`src/rtl/time_set_ctrl.sv`:
```
`default_nettype none
// ============================================================================
// Module  : time_set_ctrl
// Brief   : Three-field (h/m/s) time-set editor with blink and idle timeout.
// Revision: 1.0
// ============================================================================
module time_set_ctrl #(
  parameter int TIMEOUT_CNT = 1_000_000_000,
  parameter int BLINK_CNT   = 50_000_000
) (
  input  logic       iClk,
  input  logic       iRst,
  input  logic       iBtnMode,
  input  logic       iBtnUp,
  input  logic       iBtnDown,
  input  logic [4:0] iHour,
  input  logic [5:0] iMin,
  input  logic [5:0] iSec,
  output logic [4:0] oHour,
  output logic [5:0] oMin,
  output logic [5:0] oSec,
  output logic       oLoad,
  output logic       oSetMode,
  output logic [1:0] oField,
  output logic       oBlink
);

  localparam int c_IDLE_W  = $clog2(TIMEOUT_CNT);
  localparam int c_BLINK_W = $clog2(BLINK_CNT);
  localparam logic [c_IDLE_W-1:0]  c_IDLE_MAX  = c_IDLE_W'(TIMEOUT_CNT - 1);
  localparam logic [c_BLINK_W-1:0] c_BLINK_MAX = c_BLINK_W'(BLINK_CNT - 1);

  // State codes double as the oField value.
  localparam logic [1:0] c_RUN      = 2'd0;
  localparam logic [1:0] c_SET_HOUR = 2'd1;
  localparam logic [1:0] c_SET_MIN  = 2'd2;
  localparam logic [1:0] c_SET_SEC  = 2'd3;

  logic [1:0]           r_state;
  logic [1:0]           w_state_nxt;
  logic [4:0]           r_hour, w_hour_nxt;
  logic [5:0]           r_min, w_min_nxt;
  logic [5:0]           r_sec, w_sec_nxt;
  logic                 r_load, w_load_nxt;
  logic                 r_set_mode, w_set_mode_nxt;
  logic                 r_blink, w_blink_nxt;
  logic [c_IDLE_W-1:0]  r_idle, w_idle_nxt;
  logic [c_BLINK_W-1:0] r_blink_cnt, w_blink_cnt_nxt;

  logic w_tick;
  logic w_up;
  logic w_down;
  logic w_timeout;

  assign w_tick    = iBtnMode | iBtnUp | iBtnDown;
  assign w_up      = iBtnUp & ~iBtnDown & ~iBtnMode;
  assign w_down    = iBtnDown & ~iBtnUp & ~iBtnMode;
  assign w_timeout = ~w_tick && (r_idle == c_IDLE_MAX);

  always_ff @(posedge iClk or posedge iRst) begin
    if (iRst) begin
      r_state <= c_RUN;
    end else begin
      r_state <= w_state_nxt;
    end
  end

  always_comb begin
    w_state_nxt = r_state;
    case (r_state)
      c_RUN: begin
        if (iBtnMode) w_state_nxt = c_SET_HOUR;
      end
      c_SET_HOUR: begin
        if (iBtnMode)       w_state_nxt = c_SET_MIN;
        else if (w_timeout) w_state_nxt = c_RUN;
      end
      c_SET_MIN: begin
        if (iBtnMode)       w_state_nxt = c_SET_SEC;
        else if (w_timeout) w_state_nxt = c_RUN;
      end
      default: begin
        if (iBtnMode || w_timeout) w_state_nxt = c_RUN;
      end
    endcase
  end

  always_comb begin
    w_hour_nxt      = r_hour;
    w_min_nxt       = r_min;
    w_sec_nxt       = r_sec;
    w_load_nxt      = (r_state == c_SET_SEC) && iBtnMode;
    w_set_mode_nxt  = (w_state_nxt != c_RUN);
    w_idle_nxt      = r_idle;
    w_blink_nxt     = r_blink;
    w_blink_cnt_nxt = r_blink_cnt;

    case (r_state)
      c_RUN: begin
        if (iBtnMode) begin
          w_hour_nxt = iHour;
          w_min_nxt  = iMin;
          w_sec_nxt  = iSec;
        end
      end
      c_SET_HOUR: begin
        if (w_up)   w_hour_nxt = (r_hour == 5'd23) ? 5'd0 : r_hour + 5'd1;
        if (w_down) w_hour_nxt = (r_hour == 5'd0) ? 5'd23 : r_hour - 5'd1;
      end
      c_SET_MIN: begin
        if (w_up)   w_min_nxt = (r_min == 6'd59) ? 6'd0 : r_min + 6'd1;
        if (w_down) w_min_nxt = (r_min == 6'd0) ? 6'd59 : r_min - 6'd1;
      end
      default: begin
        if (w_up)   w_sec_nxt = (r_sec == 6'd59) ? 6'd0 : r_sec + 6'd1;
        if (w_down) w_sec_nxt = (r_sec == 6'd0) ? 6'd59 : r_sec - 6'd1;
      end
    endcase

    if (w_state_nxt == c_RUN || w_tick) begin
      w_idle_nxt = '0;
    end else begin
      w_idle_nxt = r_idle + c_IDLE_W'(1);
    end

    // A change of selected field restarts the blink phase lit.
    if (w_state_nxt == c_RUN) begin
      w_blink_nxt     = 1'b0;
      w_blink_cnt_nxt = '0;
    end else if (w_state_nxt != r_state) begin
      w_blink_nxt     = 1'b1;
      w_blink_cnt_nxt = '0;
    end else if (r_blink_cnt == c_BLINK_MAX) begin
      w_blink_nxt     = ~r_blink;
      w_blink_cnt_nxt = '0;
    end else begin
      w_blink_cnt_nxt = r_blink_cnt + c_BLINK_W'(1);
    end
  end

  always_ff @(posedge iClk or posedge iRst) begin
    if (iRst) begin
      r_hour      <= '0;
      r_min       <= '0;
      r_sec       <= '0;
      r_load      <= 1'b0;
      r_set_mode  <= 1'b0;
      r_blink     <= 1'b0;
      r_idle      <= '0;
      r_blink_cnt <= '0;
    end else begin
      r_hour      <= w_hour_nxt;
      r_min       <= w_min_nxt;
      r_sec       <= w_sec_nxt;
      r_load      <= w_load_nxt;
      r_set_mode  <= w_set_mode_nxt;
      r_blink     <= w_blink_nxt;
      r_idle      <= w_idle_nxt;
      r_blink_cnt <= w_blink_cnt_nxt;
    end
  end

  assign oHour    = r_hour;
  assign oMin     = r_min;
  assign oSec     = r_sec;
  assign oLoad    = r_load;
  assign oSetMode = r_set_mode;
  assign oField   = r_state;
  assign oBlink   = r_blink;

endmodule
`default_nettype wire
```
`config.mk`:
```
export PLATFORM = sky130hd
export DESIGN_NAME = time_set_ctrl
export DESIGN_NICKNAME = d
export VERILOG_FILES = /design/src/rtl/time_set_ctrl.sv
export SDC_FILE = /design/constraint.sdc
export NUM_CORES = 1
export LEC_CHECK = 0
export CAP_MARGIN = 20
export CORE_MARGIN = 10
export CORE_UTILIZATION = 50
export CTS_BUF_LIST = sky130_fd_sc_hd__clkbuf_16
export CTS_CLUSTER_DIAMETER = 150
export CTS_CLUSTER_SIZE = 20
export DETAILED_ROUTE_END_ITERATION = 12
export PLACE_DENSITY = 0.71
export SLEW_MARGIN = 20
export SYNTH_ARGS = -nofsm -noshare
export SYNTH_HDL_FRONTEND = slang
export SYNTH_SLANG_ARGS = --single-unit
```
`constraint.sdc`:
```
create_clock -name iClk -period 3.6 [get_ports iClk]
set_clock_uncertainty 0.15 [all_clocks]
set_input_delay 0.72 -clock iClk [delete_from_list [all_inputs] [get_ports iClk]]
set_output_delay 0.72 -clock iClk [all_outputs]
set_load 0.05 [all_outputs]
```
# Word-level counts from Yosys, hierarchy flattened
# Index checks and enable logic that the tools add are counted.
word_totals:
  reg_bits: 78
  input_bits: 22
  wordCells: 90
op_classes:
  n_addsub: 8
  eq_ne: 12
  mux: 31
  bitwise_logic: 12
  n_reduce_logical: 18
ops:
  columns: ["operator", "n"]
  rows:
  - ["2-to-1 mux 26 bit", 3]
  - ["2-to-1 mux 6 bit", 10]
  - ["adder 30 x 1 -> 30 bit (second input constant)", 1]
  - ["equality test 30 bit (second input constant)", 1]
  - ["2-to-1 mux 30 bit", 1]
  - ["adder 26 x 1 -> 26 bit (second input constant)", 1]
  - ["equality test 26 bit (second input constant)", 1]
  - ["2-to-1 mux 5 bit", 5]
  - ["one-hot mux 6 bit (2 select lines)", 2]
  - ["adder 6 x 1 -> 6 bit (second input constant)", 2]
  - ["equality test 6 bit (second input constant)", 2]
  - ["zero test 6 bit", 2]
  - ["subtractor 6 x 1 -> 6 bit (second input constant)", 2]
  - ["2-to-1 mux 2 bit", 5]
  - ["one-hot mux 5 bit (2 select lines)", 1]
  - ["AND reduction 3 bit", 3]
  - ["inequality test 3 bit (second input constant)", 2]
  - ["inverter 1 bit", 6]
  - ["one-hot mux 2 bit (3 select lines)", 1]
  - ["nonzero test 2 bit", 3]
  - ["nonzero test 3 bit", 2]
  - ["adder 5 x 1 -> 5 bit (second input constant)", 1]
  - ["equality test 5 bit (second input constant)", 1]
  - ["zero test 5 bit", 1]
  - ["other kinds (12)", 22]

# Logic depth before layout (Yosys ltp)
logic_depth:
  depth_word: 10
  ltp_mapped: 11
  ltp_nobuf: 8

# Worst setup path before layout
# No wires, ideal clock.
synth_path:
  path_kind: "register to register"
  from: "register r_state[1] (netlist: oField[1])"
  to: "register r_blink_cnt[0]"
  setup_time_ns: 0.105
  arrival_ns: 2.398
  t_required_ns: 3.345
  setup_slack_ns: 0.947
  stages_incl_launch_ff: 10
  synth_period_minus_slack_ns: 2.653
  path_cell_list: "dfrtp_1 > ha_1 > clkbuf_1 > nor2_1 > o22ai_1 > o21ai_0 > nor2_1 > a22oi_4 > buf_6 > nor4b_1"
synth_via:
  elab_chain_len: 6
synth_lines:
  columns: ["item", "line", "text"]
  rows:
  - ["from (decl)", "39", "logic [1:0] r_state;"]
  - ["from (signal assigned)", "62", "r_state <= c_RUN;"]
  - ["from (signal assigned)", "64", "r_state <= w_state_nxt;"]
  - ["2-to-1 mux 2 bit", "76, 80", null]
  - ["2-to-1 mux 2 bit (on tied branches)", "79, 75", null]
  - ["one-hot mux 2 bit (3 select lines)", "70", "case (r_state)"]
  - ["inequality test 2 bit", "130", "end else if (w_state_nxt != r_state) begin"]
  - ["2-to-1 mux 26 bit", "130", null]
  - ["2-to-1 mux 26 bit (*)", "127", "if (w_state_nxt == c_RUN) begin"]
  - ["net w_blink_cnt_nxt[0]", "48", "logic [c_BLINK_W-1:0] r_blink_cnt, w_blink_cnt_nxt;"]
  - ["to (signal assigned)", "159", "r_blink_cnt <= w_blink_cnt_nxt;"]
  - ["to (decl)", "48", null]
# Mark *: on every way through the listed nets, which the timed path passes. The rest lies on a longest branch.
# A chain may end at the register's enable or synchronous reset.

# Final worst setup path
layout_path:
  from: "register r_state[1] (netlist: oField[1])"
  to: "register r_blink_cnt[0]"
layout_via:
  elab_chain_len: 6
layout_lines:
  columns: ["item", "line", "text"]
  rows:
  - ["2-to-1 mux 2 bit", "76, 80", null]
  - ["2-to-1 mux 2 bit (on tied branches)", "79, 75", null]
  - ["one-hot mux 2 bit (3 select lines) (*)", "70", null]
  - ["net w_state_nxt[1]", "40", "logic [1:0] w_state_nxt;"]
  - ["inequality test 2 bit", "130", null]
  - ["2-to-1 mux 26 bit", "130", null]
  - ["2-to-1 mux 26 bit (*)", "127", null]
  - ["net w_blink_cnt_nxt[0]", "48", null]
# Marks and branches as above.

==> impl_metrics.ini <==
[outcome]
status = finished clean

[finish]
syn_to_final_growth_pct = 16.9
num_antenna_cells = 0
fillers = 842
multi_input_area_mm2 = 0.00270
drive_above_1_share = 0.0587
fin_nets = 628
regArea_mm2 = 0.00195

[synthesis]
yosys.cell_count.top_type = dfrtp_1
synth_nets = 589
ys_async_sr_fraction = 1.00
syn_area_mm2 = 0.00483
netlist_top_cells_area = dfrtp_1, xnor2_1, nor2_1
netlist.top_cell.by_area = dfrtp_1
synth_commonest_cells = dfrtp_1, nor2_1, nand2_1
ys_seq_area_frac = 0.404
synth.avg_cell_area_um2 = 8.75
synth_top_area_frac = 0.404
ys_types = 55
synth.ff_latch_count = 78
synthCells = 552
ys_warn_count = 0
synth_edf_count = 0
ys.flop_type = dfrtp_1

[timing]
fmax_mhz = 341
tns_ps = 0
finalHoldViolCount = 0
tightestPinTransition_ps = 849
min_period_ps = 2940
maxSlewViolCount = 0
finalCritPeriodShare = 0.816
max-slew-margin-rel = 0.434
rsz0062_at_grt = false
setup_viol = 0

[floorplan]
io-pin-count = 44
dieArea_mm2 = 0.0140
rows = 35
initial_core_util = 0.518
die_w_um = 118
core_area_mm2 = 0.00933
die_y_um = 118

[power]
power_density_mw_per_mm2 = 716
ir_drop_mv = 0.439
p_leak_nw = 2.22
p_total_mw = 4.04

[cts]
cts.sinks = 78
htreeDepth = 3
cts.clk_slew.worst_paths_ps = 60
cts_setup_buffers = 0
cts_buffers = 9
post_cts_resized = 0
clock_path_buffers = 2
holdBufCountCts = 0
cts_tree = done
root_buffer = clkbuf_16
clock_latency_ps = 330

[detailed_routing]
first_iter_violations = 292
dr.pass1.iters = 4
wire_per_inst_um = 15.2
final_antenna_net_count = 0
wirelength_mm = 11.0
vias = 4094
vias_per_cell = 5.65
route.detailed.drc = 0

[worst_setup_path]
crit_path_end = r_blink_cnt[0]
startpoint = oField[1]
crit_path_end_kind = flip-flop
arrival_ps = 2990
rr_endpoint = r_blink_cnt[0]
worstPathRequired_ps = 3650
critPathMaxFanout = 26
crit_path_start_kind = flip-flop
reg2reg_from = oField[1]
critical_path_class = reg -> reg
r2r_cells = 9
rrSetupSlack_ps = 660

[global_routing]
grt_pass1_wl_mm = 18.9
gr-total-overflow = 0
track_usage = 0.156
grt_start_max_net_pins = 59
antenna_found_initial = 0
grt_pass1_vias = 4069

[placement]
place_congestion = 0.868
dp_hpwl_mm = 7.67
port_buffers = 43

[worst_hold_path]
hold_class = reg -> reg

[job]
max_cap_viol_count = 0
[layout by cell type (no fill, tap or decap), drive strengths merged, types with 13 or more instances in the layout]
master          n
dfrtp          78
nor2           74
nand2          53
clkdlybuf4s50  43
xnor2          40
nor3           37
nand3          29
o21ai          25
xor2           24
inv            17
ha             15
and3           13
a21oi          13
[layout make-up]
type,instances,area share
multi-input combinational,433,0.478
sequential,78,0.346
timing repair buffer,54,0.0909
clock buffer,9,0.0399
tap,129,0.0286
inverter,15,0.0104
clock inverter,7,0.00599
[worst min path at each step]
stage          startpoint         to  slack [ps]  depth (start not counted)
2_1_floorplan   r_idle[0]  r_idle[0]         280                          1
3_3_place_gp    r_idle[0]  r_idle[0]         300                          1
3_5_place_dp    r_idle[0]  r_idle[0]         310                          1
4_1_cts         r_idle[0]  r_idle[0]         310                          1
5_1_grt         r_idle[0]  r_idle[0]         340                          1
6_report        r_idle[0]  r_idle[0]         320                          1
[routing by layer]
layer / vias to the layer above / global-route usage / wire (um)
met5: - / 0 / 0
met4: 0 / 0.0355 / 125
met3: 14 / 0.0447 / 520
met2: 75 / 0.249 / 5210
met1: 1986 / 0.204 / 5140
li1: 2019 / - / -
[critical path, stage by stage (launching register included)]
cell     delay, ps
dfrtp_1        520
inv_1          200
ha_1           540
nor2_1         100
o21ai_0        200
nand2_1        100
o21ba_2        310
a22oi_4         80
buf_4          240
nor4b_1        360
[registers in the layout, indices dropped and copies added (netlist names)]
signal	flops
r_idle	30
r_blink_cnt	26
oMin	6
oSec	6
oHour	5
oField	2
oBlink	1
oLoad	1
oSetMode	1
[power by group]
part	internal, mW	total, mW	switching, mW
logic	0.700	1.96	1.26
clock network	0.455	0.795	0.340
registers	1.00	1.29	0.286
total	2.16	4.04	1.88
[cells by family (layout without fill, tap and decap cells)]
| group | count (synthesis) | count (layout) | share of synthesized area |
|---|---|---|---|
| flops | 78 | 78 | 0.404 |
| simple gates | 270 | 270 | 0.282 |
| buf+inv | 41 | 85 | 0.0376 |
| xor+xnor | 64 | 64 | 0.116 |
| fa+ha+maj | 15 | 15 | 0.0389 |
| compound gates | 81 | 81 | 0.114 |
| mux | 3 | 3 | 0.00674 |
[stage by stage]
| step | setup WS, ps | hold slack, ps | instances | area (um^2) | utilization |
|---|---|---|---|---|---|
| after global routing | 412 | 345 | 725 | 5640 | 0.605 |
| final | 664 | 316 | 725 | 5640 | 0.605 |
| after CTS | 692 | 313 | 725 | 5640 | 0.605 |
| after global placement | 529 | 296 | 709 | 5380 | 0.577 |
| after detailed placement | 404 | 308 | 709 | 5380 | 0.577 |
| after floorplan | 735 | 280 | 552 | 4830 | - |
No activity file was read; power rests on OpenSTA's default activity.
